==> config.mk <==
export PLATFORM = sky130hd
export DESIGN_NAME = median_window_ctrl
export DESIGN_NICKNAME = d
export VERILOG_FILES = /design/src/rtl/median_window_ctrl.sv
export SDC_FILE = /design/constraint.sdc
export NUM_CORES = 1
export LEC_CHECK = 0
export CAP_MARGIN = 15
export CELL_PAD_IN_SITES_DETAIL_PLACEMENT = 2
export CELL_PAD_IN_SITES_GLOBAL_PLACEMENT = 2
export CORE_MARGIN = 5
export CORE_UTILIZATION = 35
export DETAILED_ROUTE_END_ITERATION = 16
export GPL_TIMING_DRIVEN = 0
export PLACE_DENSITY = 0.81
export REMOVE_ABC_BUFFERS = 1
export SLEW_MARGIN = 20
export SYNTH_ARGS = -nofsm -noshare
export SYNTH_HDL_FRONTEND = slang
export SYNTH_SLANG_ARGS = --single-unit
==> constraint.sdc <==
create_clock -name clk1 -period 12.8 [get_ports clk1]
set_input_delay 2.56 -clock clk1 [delete_from_list [all_inputs] [get_ports clk1]]
set_output_delay 2.56 -clock clk1 [all_outputs]
set_load 0.05 [all_outputs]
==> src/rtl/median_window_ctrl.sv <==
// median_window_ctrl: 3x3 window sequencer and output stage for a fixed-latency
// median core. Columns of three pixels stream in, 3x3 windows go out to the
// core, and the core results are re-aligned with their valid/last tags and
// presented on a valid/ready output port. A stalled output freezes the whole
// pipeline (core_en low), so nothing is lost or duplicated.
//
// Ports:
//   clk1, rst            clock, asynchronous active-high reset
//   col_valid/col_ready  column input handshake, col_data = {top, mid, bottom}
//   win_data/win_valid   3x3 window to the core, P1 in [71:64] .. P9 in [7:0]
//   core_en              core pipeline advance enable
//   core_med             core result, LAT enabled cycles after its window
//   out_valid/out_ready  filtered pixel handshake, out_pix / out_last payload
//
// Build option: define MEDIAN_CTRL_BORDER_REPLICATE_EN to replicate the first
// and last column of each row (COLS outputs per row, one FLUSH cycle per row);
// otherwise only interior columns are filtered (COLS-2 outputs per row).
module median_window_ctrl #(
  parameter int unsigned COLS = 16,
  parameter int unsigned LAT  = 3
) (
  input  logic        clk1,
  input  logic        rst,
  input  logic        col_valid,
  output logic        col_ready,
  input  logic [23:0] col_data,
  output logic [71:0] win_data,
  output logic        win_valid,
  output logic        core_en,
  input  logic [7:0]  core_med,
  output logic        out_valid,
  input  logic        out_ready,
  output logic [7:0]  out_pix,
  output logic        out_last
);

  localparam int unsigned CW = (COLS > 1) ? $clog2(COLS) : 1;
  localparam logic [CW-1:0] LAST_COL = CW'(COLS - 1);

`ifdef MEDIAN_CTRL_BORDER_REPLICATE_EN
  localparam bit REPLICATE = 1'b1;
`else
  localparam bit REPLICATE = 1'b0;
`endif

  // Column index whose acceptance produces the first window of a row.
  localparam logic [CW-1:0] FIRST_WIN = REPLICATE ? CW'(1) : CW'(2);

  typedef enum logic [1:0] {IDLE, FILL, RUN, FLUSH} state_t;

  state_t          state_q, state_d;
  logic [CW-1:0]   cnt_q, cnt_d;
  logic [23:0]     col_m_q, col_m_d;   // column k-2 at acceptance of column k
  logic [23:0]     col_r_q, col_r_d;   // column k-1 at acceptance of column k
  logic [71:0]     win_data_q, win_data_d;
  logic            win_valid_q, win_valid_d;
  logic            win_last_q, win_last_d;
  logic [LAT-1:0]  tag_v_q, tag_v_d;
  logic [LAT-1:0]  tag_l_q, tag_l_d;
  logic            out_valid_q, out_valid_d;
  logic            out_last_q, out_last_d;
  logic [7:0]      out_pix_q, out_pix_d;

  logic            accept;
  logic            is_last;
  logic            issue;
  logic            issue_last;
  logic [23:0]     w_l, w_c, w_r;

  // Whole pipeline advances only when the output register can take a value.
  assign core_en   = ~out_valid_q | out_ready;
  assign col_ready = core_en & (state_q != FLUSH) & ~rst;
  assign accept    = col_valid & col_ready;
  assign is_last   = (cnt_q == LAST_COL);

  assign win_data  = win_data_q;
  assign win_valid = win_valid_q;
  assign out_valid = out_valid_q;
  assign out_last  = out_last_q;
  assign out_pix   = out_pix_q;

  // State register and datapath flops.
  always_ff @(posedge clk1 or posedge rst) begin
    if (rst) begin
      state_q     <= IDLE;
      cnt_q       <= '0;
      col_m_q     <= '0;
      col_r_q     <= '0;
      win_data_q  <= '0;
      win_valid_q <= 1'b0;
      win_last_q  <= 1'b0;
      tag_v_q     <= '0;
      tag_l_q     <= '0;
      out_valid_q <= 1'b0;
      out_last_q  <= 1'b0;
      out_pix_q   <= '0;
    end else begin
      state_q     <= state_d;
      cnt_q       <= cnt_d;
      col_m_q     <= col_m_d;
      col_r_q     <= col_r_d;
      win_data_q  <= win_data_d;
      win_valid_q <= win_valid_d;
      win_last_q  <= win_last_d;
      tag_v_q     <= tag_v_d;
      tag_l_q     <= tag_l_d;
      out_valid_q <= out_valid_d;
      out_last_q  <= out_last_d;
      out_pix_q   <= out_pix_d;
    end
  end

  // Row sequencing FSM.
  always_comb begin
    state_d = state_q;
    unique case (state_q)
      IDLE:  if (accept) state_d = FILL;
      FILL:  if (accept && (cnt_q == FIRST_WIN)) begin
               if (is_last) state_d = REPLICATE ? FLUSH : IDLE;
               else         state_d = RUN;
             end
      RUN:   if (accept && is_last) state_d = REPLICATE ? FLUSH : IDLE;
      FLUSH: if (core_en) state_d = IDLE;
      default: state_d = IDLE;
    endcase
  end

  // Column shift register, window selection, tag pipeline and output stage.
  always_comb begin
    cnt_d       = cnt_q;
    col_m_d     = col_m_q;
    col_r_d     = col_r_q;
    win_data_d  = win_data_q;
    win_valid_d = win_valid_q;
    win_last_d  = win_last_q;
    tag_v_d     = tag_v_q;
    tag_l_d     = tag_l_q;
    out_valid_d = out_valid_q;
    out_last_d  = out_last_q;
    out_pix_d   = out_pix_q;
    issue       = 1'b0;
    issue_last  = 1'b0;
    w_l         = col_m_q;
    w_c         = col_r_q;
    w_r         = col_data;

    if (accept) begin
      cnt_d   = is_last ? '0 : cnt_q + CW'(1);
      col_m_d = col_r_q;
      col_r_d = col_data;
    end

    // Window centred on the previously accepted column; FLUSH closes the row
    // with the last column standing in for its missing right neighbour.
    if (state_q == FLUSH) begin
      issue      = 1'b1;
      issue_last = 1'b1;
      w_r        = col_r_q;
    end else if (accept) begin
      if (REPLICATE) begin
        issue = (cnt_q != '0);
        if (cnt_q == CW'(1)) w_l = col_r_q;
      end else begin
        issue      = (cnt_q >= CW'(2));
        issue_last = is_last;
      end
    end

    if (core_en) begin
      win_valid_d = issue;
      win_last_d  = issue_last;
      if (issue) begin
        win_data_d = {w_l[23:16], w_c[23:16], w_r[23:16],
                      w_l[15:8],  w_c[15:8],  w_r[15:8],
                      w_l[7:0],   w_c[7:0],   w_r[7:0]};
      end
      tag_v_d[0] = win_valid_q;
      tag_l_d[0] = win_last_q;
      for (int unsigned i = 1; i < LAT; i++) begin
        tag_v_d[i] = tag_v_q[i-1];
        tag_l_d[i] = tag_l_q[i-1];
      end
      out_valid_d = tag_v_q[LAT-1];
      out_last_d  = tag_l_q[LAT-1];
      out_pix_d   = core_med;
    end
  end

endmodule

; After elaboration in Yosys (flattened, before gate mapping)
; Cells that the tools add are included.
[totals]
regBits = 144
input_bits = 36
output_inout_bits = 85
wordCells = 47
[op_classes]
eq_ne = 10
n_reduce_logical = 5
order_cmp = 1
bitwise = 6
n_mux = 12
n_addsub = 1
[ops]
columns = operator, n
row1 = $mux 24, 1
row2 = $mux 2, 5
row3 = $ne 2x2->1 const B, 5
row4 = $pmux 2 s4, 1
row5 = $add 4x1->4 const B, 1
row6 = $eq 2x2->1 const B, 2
row7 = $eq 4x2->1 const B, 1
row8 = $eq 4x4->1 const B, 1
row9 = $ge 4x2->1 const B, 1
row10 = $mux 1, 4
row11 = $mux 4, 1
row12 = $reduce_and 4->1, 1
row13 = $and 1x1->1, 3
row14 = $eq 2x1->1 const B, 1
row15 = $logic_and 1x1->1, 2
row16 = $logic_not 2->1, 1
row17 = $not 1->1, 2
row18 = $reduce_and 2->1, 1
row19 = $or 1x1->1, 1

; Depth between registers and ports, before layout
[depth]
word_depth = 8
ltp_mapped = 8
mapped_depth_nobuf = 6

; Worst setup path before layout
; Ideal clock, no wire load.
[synth_path]
path_type = input-to-output
from = input port out_ready
to = output port col_ready
cell_stages = 5
path_slack_ps = 6637
t_arrival_ps = 3603
n_path_buf = 1
t_required_ps = 10240
cell_sequence = nor2b_1 > buf_2 > inv_2 > nand2_1 > nor2_1
[synth_between]
elab_chain_len = 3
[synth_lines]
columns = item, line_no
row1 = from (decl), 32  ; input logic out_ready,
row2 = $or 1x1->1, 71  ; assign core_en = ~out_valid_q | out_ready;
row3 = $and 1x1->1 (2 in a row), 72  ; assign col_ready = core_en & (state_q != FLUSH) & ~rst;
row4 = to (decl), 25  ; output logic col_ready,
; Every way passes these cells.

; Worst setup path after layout
; Ends and elaborated chain as after synthesis.

==> reports/metrics.cfg <==
[logic_synthesis]
syn_area_um2 = 5630
seq_area_frac_synth = 0.6400
ys_seq_elements = 144
ys_warn_count = 0
postSynthAreaPerCell_um2 = 11.26
netlist_instances = 500
synth_cell_type_count = 24

[sta]
slew_violations = 0
rsz0062_at_grt = false
final.setup.tns_ns = 0
hold_viol = 0
setup_ws_ns = 4.893
fin_skew_ns = 0.007679
timing.fmax_ghz = 0.1265
tightest_slew_ns = 0.9835
post-route-period-util = 0.6178
setup_violations = 0
relSlewSlack = 0.3414
layout_min_cycle_time_ns = 7.907

[hold_path]
hold_path_class = flop to flop
hold_start = tag_v_q[2]

[finish]
antenna_cells = 0
layout-drive-gt1-share = 0.1483
fillCellCount = 1545
final_nets = 660
final_core_util = 0.4898
multi_input_area_um2 = 1934
area_growth_pct = 37.69
register_area_um2 = 3603

[clock_network]
cts_buffer_depth = 2
hold_buffers = 0
cts_tree = done
cts_sinks = 144
clk_pin_slew_worst_paths_ns = 0.06
postCtsSetupBuffers = 0
h-tree-depth = 4
cts_buffers = 17
root_buffer = clkbuf_16
post_cts_resized = 0
clk_latency_ns = 0.42

[global_routing]
grt_pass1_vias = 5073
grtUsageMet1 = 0.2205
grtUsageTotal = 0.1899
met2_usage = 0.3409
grtUsageMet3 = 0.05294
antenna_found_initial = 0
grt_pass1_wl_um = 27450
overflow = 0
grt_max_degree = 78
busiest_layer = met2

[placed_design]
pre_cts_ws_ns = 4.881
io_buffer_count = 120
dp_hpwl_um = 11220
gp_congestion = 0.7267

[detailed_routing]
finalWirelength_um = 16650
viasPerCell = 4.988
vias = 4240
drtIter0Drc = 136
ant_nets = 0
wl_per_cell_um = 19.58
firstDrtPassIters = 4
drc = 0

[pwr]
power.leakage_nw = 3.644
vdd_ir_drop_max_v = 0.0001439
finalPower_mw = 2.288
powerDensity_nw_per_um2 = 295.1

[die]
rows = 46
core_area_um2 = 15830
pin_count = 121
dieHeight_um = 136.8
dieArea_um2 = 18720
initial_core_util = 0.3557
chipWidth_um = 136.8

[worst_setup_path]
cp.arrival_ns = 5.35
path_class = primary input to primary output
crit_fanout = 24
reg2reg_from = out_valid
required_ns = 10.24
crit_start = out_ready
end_kind = primary output
start_kind = primary input

[job]
maxCapViolCount = 0

[run_status]
status = finished clean

metal layers:
metal | up-vias | part of all wire
met5 | - | 0
met1 | 2227 | 0.41
met3 | 18 | 0.049
met4 | 0 | 0.013
met2 | 96 | 0.53
li1 | 1899 | -
synthesized netlist by cell type:
library cell / instances / area share
nor2_1: 5 / 0.0033
nand3_1: 3 / 0.0027
a211oi_1: 1 / 0.0013
dfrtp_1: 144 / 0.64
ha_1: 2 / 0.0044
o22a_1: 2 / 0.0031
nor2b_1: 26 / 0.029
nor3_2: 1 / 0.0018
inv_2: 1 / 0.00067
and2_1: 1 / 0.0011
nor4_1: 1 / 0.0011
o21ai_0: 6 / 0.0053
and3_1: 2 / 0.0022
a221oi_4: 1 / 0.0047
buf_2: 11 / 0.0098
o41ai_1: 1 / 0.0016
nand2_1: 199 / 0.13
o311ai_0: 1 / 0.0016
a221o_1: 24 / 0.043
nand2b_1: 2 / 0.0022
clkbuf_1: 15 / 0.010
inv_1: 2 / 0.0013
xnor2_1: 1 / 0.0016
mux2_2: 48 / 0.096
layout by cell type (no fill, tap or decap), types with 2 or more instances in the layout:
master	Yosys	routed
nand2b_1	2	2
ha_1	2	2
o21ai_0	6	6
nand3_1	3	2
nor2b_1	26	25
clkbuf_16	0	17
clkdlybuf4s50_1	0	120
bufinv_16	0	3
clkbuf_1	15	2
clkinv_2	0	5
nor2_1	5	4
dfrtp_1	144	144
o22a_1	2	2
buf_6	0	4
mux2_2	48	48
clkinv_4	0	2
a221o_1	24	24
buf_8	0	3
nand2_1	199	199
where the power goes:
group	internal [mW]	total, mW	switching, mW
clock network	0.309	0.499	0.190
registers	0.645	0.775	0.130
logic	0.367	1.01	0.647
total	1.32	2.29	0.967
registers in the layout (all words and copies together) (netlist names):
signal      flops
win_data       72
col_m_q        24
col_r_q        24
out_pix         8
cnt_q           4
tag_l_q         3
tag_v_q         3
state_q         2
out_last        1
out_valid       1
win_last_q      1
win_valid       1
worst paths after layout:
path	cells past startpoint	slack, ns	to
min in group asynchronous	2	2.68	out_pix[2]
setup / recovery	6	4.89	col_ready
max in group asynchronous	3	9.35	win_data[67]
hold / removal	2	0.46	tag_v_q[2]
setup reg to reg	6	10.08	win_data[5]
hold reg to reg	2	0.46	tag_v_q[2]
per-stage QoR:
stage | instances | instance area [um2] | hold slack [ns]
floorplan | 474 | 5519 | 0.4300
global placement | 810 | 6990 | 0.4414
detailed placement | 819 | 7166 | 0.4513
CTS | 850 | 7752 | 0.4649
global route | 850 | 7752 | 0.4871
finish | 850 | 7752 | 0.4643
cells by family after synthesis:
logic type               Yosys count  synth area share
AND/OR/NAND/NOR                  240            0.1760
buffers and inverters             29           0.02178
flip-flops                       144            0.6400
adder cells (fa/ha/maj)            2          0.004444
multiplexers                      48           0.09600
XOR/XNOR                           1          0.001556
AO/OA/AOI/OAI                     36           0.06022
worst max-delay path, stage by stage:
cell,delay (ns)
clkdlybuf4s50_1,0.43
nor2b_2,0.78
inv_2,0.43
nand2_1,0.34
nor2_1,0.07
clkdlybuf4s50_1,0.72
cell type report:
cell class                      count  share of cell area
Sequential cell                   144              0.4648
Clock buffer                       20             0.05762
Tap cell                          216             0.03486
Inverter                            3            0.002421
Timing Repair Buffer              129              0.1727
Multi-Input combinational cell    327              0.2495
Clock inverter                     11             0.01808
Note: power is estimated with default switching activity, not from simulation.
==> edit: new RTL, same flow settings <==
Re-encode `state_t` (4 states) as one-hot, 4 bits wide.
--- a/src/rtl/median_window_ctrl.sv
+++ b/src/rtl/median_window_ctrl.sv
@@ -46,7 +46,7 @@
   // Column index whose acceptance produces the first window of a row.
   localparam logic [CW-1:0] FIRST_WIN = REPLICATE ? CW'(1) : CW'(2);
 
-  typedef enum logic [1:0] {IDLE, FILL, RUN, FLUSH} state_t;
+  typedef enum logic [3:0] {IDLE = 4'b0001, FILL = 4'b0010, RUN = 4'b0100, FLUSH = 4'b1000} state_t;
 
   state_t          state_q, state_d;
   logic [CW-1:0]   cnt_q, cnt_d;
Formal check against the unedited RTL: no difference found for any inputs over 4 cycles, from zero or initial values and one cycle with rst high; so few cycles prove little.
==> edit against the original RTL <==
Worst setup slack better by 570 ps. Worst hold slack better by 5.7 ps. Non-clock buffer count is 2 lower. Routed wire length is 22% lower. Cell area is 3.0% lower. Synthesized area is 5.3% lower. Clock skew hardly changed. Total power is 2.3% higher. Fmax is 7.8% higher. Sequential power is 2% lower. Sequential cell count is 2 lower.
==> edit: results (changes against the original RTL) <==
global_routing:
  grt_max_degree: 74  # -5.1%
  first_global_vias: 3919  # -23%
  grt_pass1_wl_um: 21700  # -21%
  globalRouteTotalUtil_pct: 15.6  # -3.3 points
cts:
  cts_resized: 0  # unchanged
  post_cts_buffers: 0  # unchanged
  cts_buffer_depth: 2  # unchanged
  cts_buffers: 17  # unchanged
  clk-insertion-delay-late_ps: 420  # about the same
min_path:
  hold_path.startpoint: "out_pix[7]"
  hp-class: "reg2reg"
finish:
  fill_cells: 1443  # -6.6%
  seqCellArea_um2: 3550  # -1.4%
  final_nets: 520  # -21%
  drive_gt1_share_pct: 30.3  # +15 points
pwr:
  ir_drop_mv: 0.148  # +2.8%
  p_switching_mw: 0.934  # -3.4%
  p_leak_nw: 3.23  # -11%
route:
  dr.first_iter.drc_count: 62  # -54%
  vias_per_cell: 4.78  # -4.1%
  routed_wl_um: 13000  # -22%
place:
  dpl.hpwl_um: 8830  # -21%
  place_area_um2: 6840  # -4.6%
  gp_congestion: 0.669  # -8.0%
critical_path:
  slowest_stage: "clkdlybuf4s50_1"
  critical_path.top_delay_family: "buffers and inverters"
  worstPathMaxFanout: 20  # -17%
  startpoint: "out_ready"
  critPathArrivalTime_ps: 4780  # -570 ps
  crit_path_max_incr_delay_ps: 930  # +150 ps
  r2r_start: "out_valid"
yosys:
  async_flop_share_pct: 100  # unchanged
  synth.top_cells.by_count: "142 x dfrtp_1, 109 x mux2_2, 48 x nand2_1"
  yosysSeqAreaShare_pct: 66.6  # +2.6 points
  synth.distinct_cells: 20  # -17%
  synth.area.top_cells: "dfrtp_1 67%, mux2_2 23%, nand2_1 3.4%, mux2_1 2.3%, buf_2 1.1%"
timing:
  worst_slew_pin_slew_ps: 743  # -241 ps
  finClkSkew_ps: 7.47  # -0.214 ps
outcome:
  run_status: "complete, no violations"
[edit: logic make-up after synthesis]
group                    count (synthesis)  synth area share (%)
XOR/XNOR                                 1                 0.164
buffers and inverters                   21                  1.76
multiplexers                           120                  25.3
flip-flops                             142                  66.6
AO/OA/AOI/OAI                            9                  1.03
AND/OR/NAND/NOR                         58                  4.62
adder cells (fa/ha/maj)                  2                 0.469
[edit: per-layer routing]
layer	vias up	global-route usage (%)	part of all wire [%]
met2	85	26.8	52
met4	0	6.23	1.7
met3	16	5.44	6.0
met5	-	0	0
met1	1700	18.0	41
li1	1466	-	-
[edit: path summary, 6_finish.rpt]
kind | end | slack, ps | cells after the start
setup / recovery | core_en | 5460 | 5
hold / removal | out_pix[7] | 470 | 2
setup reg to reg | col_m_q[13] | 10220 | 5
hold reg to reg | out_pix[7] | 470 | 2
max in group asynchronous | win_data[49] | 9460 | 3
min in group asynchronous | cnt_q[0] | 2630 | 2
[edit: layout make-up]
| class | count | area share, % |
|---|---|---|
| well taps | 188 | 3.13 |
| inverters | 4 | 0.300 |
| flip-flops and latches | 142 | 47.3 |
| clock inverters | 10 | 2.76 |
| multi-input cells | 190 | 22.6 |
| clock buffers | 22 | 6.31 |
| repair buffers | 127 | 17.7 |
[edit: stage by stage]
step / setup WS, ps / std cells
after global routing: 5340 / 683
after detailed placement: 5430 / 651
final: 5460 / 683
after global placement: 4360 / 644
after floorplan: 6130 / 336
after CTS: 5440 / 683
[edit: power by group through the flow]
stage,sequential [mW],clock (mW),combinational (mW)
floorplan,1.17,0,0.233
global placement,0.741,0,0.992
detailed placement,0.765,0,1.03
CTS,0.763,0.581,1.04
global route,0.784,0.605,1.07
finish,0.757,0.565,1.02
[edit: tightest hold or removal path: stages, from the launching register on]
cell and delay, ps:
dfrtp_1 340, nand2_1 50, nand2_1 50
